$ cat config.mk
export PLATFORM = sky130hd
export DESIGN_NAME = ppu_stream_flat
export DESIGN_NICKNAME = d
export VERILOG_FILES = /design/src/rtl/ppu_stream_if.sv /design/src/rtl/ppu_stream.sv /design/src/flat_wrapper.sv
export SDC_FILE = /design/constraint.sdc
export NUM_CORES = 1
export LEC_CHECK = 0
export ABC_AREA = 1
export BUFFER_PORTS_ARGS = -buffer_cell sky130_fd_sc_hd__clkbuf_2
export CORE_UTILIZATION = 55
export CTS_BUF_LIST = sky130_fd_sc_hd__clkbuf_16
export DETAILED_ROUTE_END_ITERATION = 10
export PLACE_DENSITY = 0.72
export SLEW_MARGIN = 0
export SYNTH_ARGS = -nofsm -noshare
export SYNTH_HDL_FRONTEND = slang
export SYNTH_SLANG_ARGS = --single-unit
$ cat constraint.sdc
create_clock -name clk -period 9.1 [get_ports clk]
set_input_delay 0.91 -clock clk [delete_from_list [all_inputs] [get_ports clk]]
set_output_delay 0.91 -clock clk [all_outputs]
set_load 0.05 [all_outputs]
$ cat src/rtl/ppu_stream_if.sv
// Pixel stream handshake bundle: input words towards the unit (data_i/stb_i/ack_i)
// and generated pixels towards the VGA timing/DAC stage (data_o/stb_o/ack_o).
interface ppu_stream_if #(
  parameter int PIX_W = 8
);
  logic [PIX_W-1:0] data_i;
  logic             stb_i;
  logic             ack_i;
  logic [PIX_W-1:0] data_o;
  logic             stb_o;
  logic             ack_o;

  // Host/data source on one side, consumer of pixels on the other.
  modport master (
    output data_i, stb_i, ack_o,
    input  ack_i, data_o, stb_o
  );

  // The pixel-processing unit itself.
  modport slave (
    input  data_i, stb_i, ack_o,
    output ack_i, data_o, stb_o
  );
endinterface

$ cat src/rtl/ppu_stream.sv
// Pixel-processing unit: buffers input words in a FIFO and produces one pixel per
// output handshake, either forwarded from the FIFO or generated from the screen
// position (sx, sy) and an animation counter. Position only advances when a
// pixel is actually delivered, so the unit never runs ahead of its consumer.
// A pixel is computed from the position registers as they stand in the cycle it
// is loaded, i.e. before the advance caused by a transfer in that same cycle.
module ppu_stream #(
  parameter int PIX_W      = 8,
  parameter int H_TOTAL    = 800,
  parameter int V_TOTAL    = 525,
  parameter int FIFO_DEPTH = 16,
  parameter int ANIM_DIV   = 2,
  parameter int PC_W       = 10
) (
  input  logic                        clk,
  input  logic                        rst_n,
  input  logic                        sync,
  input  logic [2:0]                  mode,
  ppu_stream_if.slave                 bus,
  output logic [$clog2(FIFO_DEPTH):0] fifo_level,
  output logic                        frame_tick
);

  localparam int AW   = $clog2(FIFO_DEPTH);
  localparam int XW   = $clog2(H_TOTAL);
  localparam int YW   = $clog2(V_TOTAL);
  localparam int DW   = (ANIM_DIV > 1) ? $clog2(ANIM_DIV) : 1;
  localparam int MXY  = (XW > YW) ? XW : YW;
  localparam int SW   = ((MXY > PC_W) ? MXY : PC_W) + 1;
  localparam int PADW = 16;

  typedef enum logic [2:0] {
    MODE_PASS   = 3'd0,
    MODE_STRIPE = 3'd1,
    MODE_XOR    = 3'd2,
    MODE_CHECK  = 3'd3,
    MODE_FILL   = 3'd4
  } mode_e;

  // FIFO storage and bookkeeping
  logic [PIX_W-1:0] mem [FIFO_DEPTH];
  logic [AW-1:0]    wr_ptr, rd_ptr;
  logic [AW:0]      count;
  logic             full, empty, push, pop;
  logic [PIX_W-1:0] head;

  // Output register, fill colour and screen state
  logic [PIX_W-1:0] data_q, latch_q;
  logic             stb_q;
  logic [XW-1:0]    sx;
  logic [YW-1:0]    sy;
  logic [DW-1:0]    div_q;
  logic [PC_W-1:0]  pc;

  // Pixel generation
  mode_e            mode_s;
  logic             load_en, out_xfer, gen_valid, last_x, last_y;
  logic [PIX_W-1:0] gen;
  logic [7:0]       pix8;
  logic [SW-1:0]    xs, ys, xr;
  logic [PADW-1:0]  sx_pad, sy_pad;
  logic             unused_pad_bits;

  assign full       = (count == (AW+1)'(FIFO_DEPTH));
  assign empty      = (count == '0);
  assign head       = mem[rd_ptr];
  assign bus.ack_i  = !full;
  assign push       = bus.stb_i && !full;
  assign fifo_level = count;

  assign mode_s    = mode_e'(mode);
  assign out_xfer  = stb_q && bus.ack_o;
  assign load_en   = !stb_q || bus.ack_o;
  assign gen_valid = !(mode_s == MODE_PASS && empty);
  assign pop       = load_en && !empty && (mode_s == MODE_PASS || mode_s == MODE_FILL);
  assign last_x    = (sx == XW'(H_TOTAL - 1));
  assign last_y    = (sy == YW'(V_TOTAL - 1));

  assign bus.data_o = data_q;
  assign bus.stb_o  = stb_q;

  // Padded position copies so fixed bit picks stay legal for small screen sizes.
  assign sx_pad          = PADW'(sx);
  assign sy_pad          = PADW'(sy);
  assign unused_pad_bits = ^{sx_pad[PADW-1:8], sx_pad[3:0], sy_pad[PADW-1:5], sy_pad[3:0]};

  // Next pixel for the selected source, from pre-advance sx/sy/pc.
  always_comb begin
    // NOTE: every output of a combinational block gets a default first, so no path leaves it unassigned and infers a latch.
    gen  = '0;
    pix8 = '0;
    xs   = SW'(sx) + SW'(pc);
    ys   = SW'(sy) + SW'(pc);
    xr   = xs ^ ys;
    unique case (mode_s)
      MODE_PASS: gen = head;
      MODE_STRIPE: begin
        pix8 = {{3{sx_pad[5]}}, {3{sx_pad[6]}}, {2{sx_pad[7]}}};
        if (PIX_W == 8) gen = PIX_W'(pix8);
        else            gen = {PIX_W{pix8[7]}};
      end
      MODE_XOR: begin
        pix8 = ((xr % SW'(7)) == '0) ? 8'hE0 : 8'h1C;
        if (PIX_W == 8) gen = PIX_W'(pix8);
        else            gen = {PIX_W{pix8[7]}};
      end
      MODE_CHECK: gen = {PIX_W{sx_pad[4] ^ sy_pad[4] ^ pc[0]}};
      MODE_FILL:  gen = empty ? latch_q : head;
      default:    gen = '0;
    endcase
  end

  // FIFO pointers and occupancy; pointers wrap naturally modulo FIFO_DEPTH.
  always_ff @(posedge clk or negedge rst_n) begin
    // NOTE: sequential state uses non-blocking assignment so every register samples pre-edge values regardless of statement order.
    if (!rst_n) begin
      wr_ptr <= '0;
      rd_ptr <= '0;
      count  <= '0;
    end else begin
      if (push) wr_ptr <= wr_ptr + AW'(1);
      if (pop)  rd_ptr <= rd_ptr + AW'(1);
      case ({push, pop})
        2'b10:   count <= count + (AW+1)'(1);
        2'b01:   count <= count - (AW+1)'(1);
        default: count <= count;
      endcase
    end
  end

  // FIFO storage write port.
  always_ff @(posedge clk) begin
    // NOTE: the storage array is deliberately not reset; count gates every read, so stale words are never observed.
    if (push) mem[wr_ptr] <= bus.data_i;
  end

  // Output register and fill colour: load whenever empty or handing off this cycle.
  always_ff @(posedge clk or negedge rst_n) begin
    if (!rst_n) begin
      stb_q   <= 1'b0;
      data_q  <= '0;
      latch_q <= '0;
    end else if (load_en) begin
      stb_q <= gen_valid;
      if (gen_valid) data_q <= gen;
      if (pop && mode_s == MODE_FILL) latch_q <= head;
    end
  end

  // Screen position, frame divider and animation counter, advanced per delivered pixel.
  always_ff @(posedge clk or negedge rst_n) begin
    if (!rst_n) begin
      sx         <= '0;
      sy         <= '0;
      div_q      <= '0;
      pc         <= '0;
      frame_tick <= 1'b0;
    end else if (sync) begin
      sx         <= '0;
      sy         <= '0;
      div_q      <= '0;
      frame_tick <= 1'b0;
    end else begin
      frame_tick <= out_xfer && last_x && last_y;
      if (out_xfer) begin
        if (last_x) begin
          sx <= '0;
          sy <= last_y ? '0 : sy + YW'(1);
        end else begin
          sx <= sx + XW'(1);
        end
        if (last_x && last_y) begin
          if (div_q == DW'(ANIM_DIV - 1)) begin
            div_q <= '0;
            pc    <= pc + PC_W'(1);
          end else begin
            div_q <= div_q + DW'(1);
          end
        end
      end
    end
  end

endmodule

$ cat src/flat_wrapper.sv
// flat-port wrapper written by rule: the top's interface ports become plain ports
module ppu_stream_flat 
#(
  parameter int PIX_W      = 8,
  parameter int H_TOTAL    = 800,
  parameter int V_TOTAL    = 525,
  parameter int FIFO_DEPTH = 16,
  parameter int ANIM_DIV   = 2,
  parameter int PC_W       = 10
)
  (clk, rst_n, sync, mode, fifo_level, frame_tick, bus_data_i, bus_stb_i, bus_ack_o, bus_ack_i, bus_data_o, bus_stb_o);
  ppu_stream_if #(.PIX_W(PIX_W)) bus_i ();
  input  logic clk;
  input  logic rst_n;
  input  logic sync;
  input  logic [2:0] mode;
  output logic [$clog2(FIFO_DEPTH):0] fifo_level;
  output logic frame_tick;
  input wire logic [$bits(bus_i.data_i)-1:0] bus_data_i;
  input wire logic [$bits(bus_i.stb_i)-1:0] bus_stb_i;
  input wire logic [$bits(bus_i.ack_o)-1:0] bus_ack_o;
  output wire logic [$bits(bus_i.ack_i)-1:0] bus_ack_i;
  output wire logic [$bits(bus_i.data_o)-1:0] bus_data_o;
  output wire logic [$bits(bus_i.stb_o)-1:0] bus_stb_o;
  assign bus_i.data_i = bus_data_i;
  assign bus_i.stb_i = bus_stb_i;
  assign bus_i.ack_o = bus_ack_o;
  assign bus_ack_i = bus_i.ack_i;
  assign bus_data_o = bus_i.data_o;
  assign bus_stb_o = bus_i.stb_o;
  ppu_stream #(.PIX_W(PIX_W), .H_TOTAL(H_TOTAL), .V_TOTAL(V_TOTAL), .FIFO_DEPTH(FIFO_DEPTH), .ANIM_DIV(ANIM_DIV), .PC_W(PC_W)) u_core (.clk(clk), .rst_n(rst_n), .sync(sync), .mode(mode), .bus(bus_i), .fifo_level(fifo_level), .frame_tick(frame_tick));
endmodule
==> flow_summary.yaml <==
critical_path:
  critPathTopFamily: "simple AND/OR/NAND/NOR gates"
  crit_fanout: 6
  required_ns: 9.43
  endpoint_kind: "flop"
  crit_path_frequent_cell: "nand2_1"
  cp_slowest_cell: "dfrtp_1"
  path_buf_inv: 3
  rr_startpoint: "u_core.pc[0]"
  worstSetupPathType: "reg2reg"
  max_stage_delay_ns: 0.47
  crit_arrival_ns: 5.46
  reg2reg_slack_ns: 3.97
  reg2regPathDepth: 43
  r2r-end: "u_core.bus.data_o[4]"
  cp-start-kind: "flop"
synthesis:
  synth_edf_count: 128
  synth_area_sq_um: 10100
  seq_area_frac_synth_pct: 53.42
  yosys_warnings: 0
  synth_area_per_cell_sq_um: 9.369
  netlist_instances: 1078
  yosysUniqueCellTypes: 51
  synth-seq-cells: 190
  syn_nets: 1130
  synthArstFlopShare_pct: 32.63
  synth_ff_type: "edfxtp_1"
detailed_routing:
  wire_per_inst_microns: 16.49
  dr.pass1.iters: 5
  num_vias: 7681
  via_per_inst: 5.707
  routed_wl_mm: 22.20
  antenna_left: 0
  drc_errors: 0
  drtIter0Drc: 642
layout:
  drive_above_1_share_pct: 10.92
  antenna_cells: 0
  nets: 1156
  syn2layout_area_growth_pct: 9.750
  final_util_pct: 61.71
  fin_area_sq_um: 11080
sta:
  slew_headroom_pct: 30.40
  rsz0062_at_grt: "false"
  hold_viol_final: 0
  worst_pin_slew_ns: 1.043
  slew_violations: 0
  clock_skew_ns: 0.01621
  fin_setup_tns_ns: 0
  fmax_ghz: 0.1951
  period_needed_ns: 5.127
  timing.final.crit_share_pct: 56.34
  worst_slack_ns: 3.973
  finalSetupViolCount: 0
job:
  cap_viol_max_count: 0
clocking:
  cts_buffers: 17
  postCtsSetupRepairBufs: 0
  hold_buffers: 0
  cts_tree: "yes"
  htree_levels: 4
  cts.reportedPaths.clkPinSlew_ns: 0.08
  cts.path.max_buffers: 2
  cts_resized: 0
  cts.sinks: 190
  insertion_delay_ns: 0.44
  cts-root-buf: "clkbuf_16"
placed_design:
  numPortBuffers: 31
  dp_hpwl_mm: 15.09
  post-place-ws_ns: 3.964
  dpl_cell_area_sq_um: 10470
  place_congestion: 0.9319
global_route:
  track_usage_pct: 24.98
  grtUsageMet2_pct: 43.91
  grt_pass1_wl_mm: 35.32
  overflow: 0
  grt_max_degree: 68
  antenna_found_initial: 0
  grt_use_met1_pct: 30.78
  busiest_layer: "met2"
  grt_pass1_vias: 7192
  grt_use_met3_pct: 3.974
run_status:
  outcome: "finished clean"
floorplanning:
  fp.dieW_microns: 137.5
  rows: 49
  dieHeight_microns: 137.5
  design.core.area_sq_um: 17960
  io_pins: 32
  dieArea_sq_um: 18910
  start_util_pct: 56.22
hold_path:
  worstHoldEndpoint: "u_core.bus.data_o[1]"
  whs_path_depth: 1
  hp-class: "reg2reg"
  min-delay-start: "u_core.bus.data_o[1]"
power:
  ir_drop_mv: 0.2553
  p_per_area_nw_per_um2: 242.4
  finalPower_mw: 2.687
  leakagePower_nw: 4.725
-- sequential cells by signal, indices dropped and copies added (netlist names) --
signal / flops
u_core.bus.data_o: 8
u_core.bus.stb_o: 1
u_core.div_q: 1
u_core.fifo_level: 5
u_core.frame_tick: 1
u_core.latch_q: 8
u_core.mem: 128
u_core.pc: 10
u_core.rd_ptr: 4
u_core.sx: 10
u_core.sy: 10
u_core.wr_ptr: 4
-- worst max path at each step --
stage | from | cells past startpoint | slack [ns] | endpoint
floorplan | u_core.pc[0] | 42 | 4.61 | u_core.bus.data_o[2]
global placement | u_core.pc[0] | 43 | 4.13 | u_core.bus.data_o[3]
detailed placement | u_core.pc[0] | 43 | 3.96 | u_core.bus.data_o[4]
CTS | u_core.pc[0] | 43 | 3.95 | u_core.bus.data_o[4]
global route | u_core.pc[0] | 43 | 3.37 | u_core.bus.data_o[4]
finish | u_core.pc[0] | 43 | 3.97 | u_core.bus.data_o[4]
-- metrics by stage --
step / hold WS, ns / std cells
detailed placement: 0.4646 / 1314
CTS: 0.4830 / 1346
finish: 0.4791 / 1346
floorplan: 0.4780 / 1078
global placement: 0.4607 / 1314
global route: 0.5095 / 1346
-- report_power, final --
group | switching, mW | internal [mW]
clock | 0.371 | 0.376
sequential | 0.0750 | 1.04
combinational | 0.602 | 0.222
-- synth_stat cells (2+ instances only) --
master    count  area [sq um]
o21ai_2       2         17.52
nand4_1      14         87.58
clkinv_1      3         11.26
nand2_4       4         45.04
fa_1          3         60.06
a221oi_1      4         35.03
o211ai_1      8         60.06
or4_1         2         15.01
a21oi_1      43         215.2
nor2_1      128         480.5
xor2_1       25         219.0
clkbuf_1     28         105.1
o22ai_1       7         43.79
a31oi_1       6         37.54
o21ai_1       4         20.02
nor2_2        2         12.51
nand3_1      62         310.3
nand2_2      16         100.1
ha_1         33         412.9
a211oi_1      2         15.01
inv_1        91         341.6
nor4_1        3         18.77
o21ai_0      90         450.4
edfxtp_1    128          3844
o221ai_1     25         219.0
nand2_1     208         780.8
a21boi_1      2         15.01
xnor2_1      17         148.9
nand3_2      10         100.1
and2_1        2         12.51
inv_2         9         33.78
or2_1         2         12.51
nor3_1       12         60.06
a21o_1        3         22.52
dfrtp_1      62          1551
nand4_2       3         37.54
-- cells by family (layout without fill, tap and decap cells) --
logic type / count (synthesis) / after routing / synth area share (%)
multiplexers: 1 / 1 / 0.1115
buffers and inverters: 132 / 171 / 4.955
adder cells (fa/ha/maj): 36 / 36 / 4.683
XOR/XNOR: 42 / 42 / 3.642
AND/OR/NAND/NOR: 472 / 472 / 20.90
AO/OA/AOI/OAI: 205 / 205 / 12.29
flip-flops: 190 / 190 / 53.42
-- metal layers --
layer	wire length, microns	vias to the layer above
met2	11380	199
met5	0	-
met1	9437	3669
met4	432	0
met3	952	29
li1	-	3784
-- final cells by class --
type	count	area [sq um]
sequential	190	5396
fill	1499	6879
clock buffer	17	425.4
clock inverter	15	191.4
inverter	104	395.4
timing repair buffer	35	185.2
multi-input combinational	756	4204
tap	229	286.5
-- layout by cell type, fill, tap and decap left out, types with 3 or more instances in the layout --
master,Yosys,final
nor4_1,3,3
edfxtp_1,128,128
ha_1,33,33
o21ai_1,4,4
clkinv_1,3,3
o211ai_1,8,8
inv_1,91,91
a221oi_1,4,4
inv_8,0,6
o221ai_1,25,25
inv_2,9,9
nand2_4,4,4
fa_1,3,3
xor2_1,25,25
nor2_1,128,128
buf_4,0,4
xnor2_1,17,17
a21oi_1,43,43
nand4_2,3,3
a31oi_1,6,6
nand2_1,208,208
dfrtp_1,62,61
clkbuf_2,0,30
nor3_1,12,12
nand3_2,10,10
o21ai_0,90,90
nand4_1,14,14
clkbuf_16,0,17
clkinv_4,1,3
a21o_1,3,3
o22ai_1,7,7
nand2_2,16,16
nand3_1,62,62
clkinv_8,0,6
Note: power is estimated with default switching activity, not from simulation.
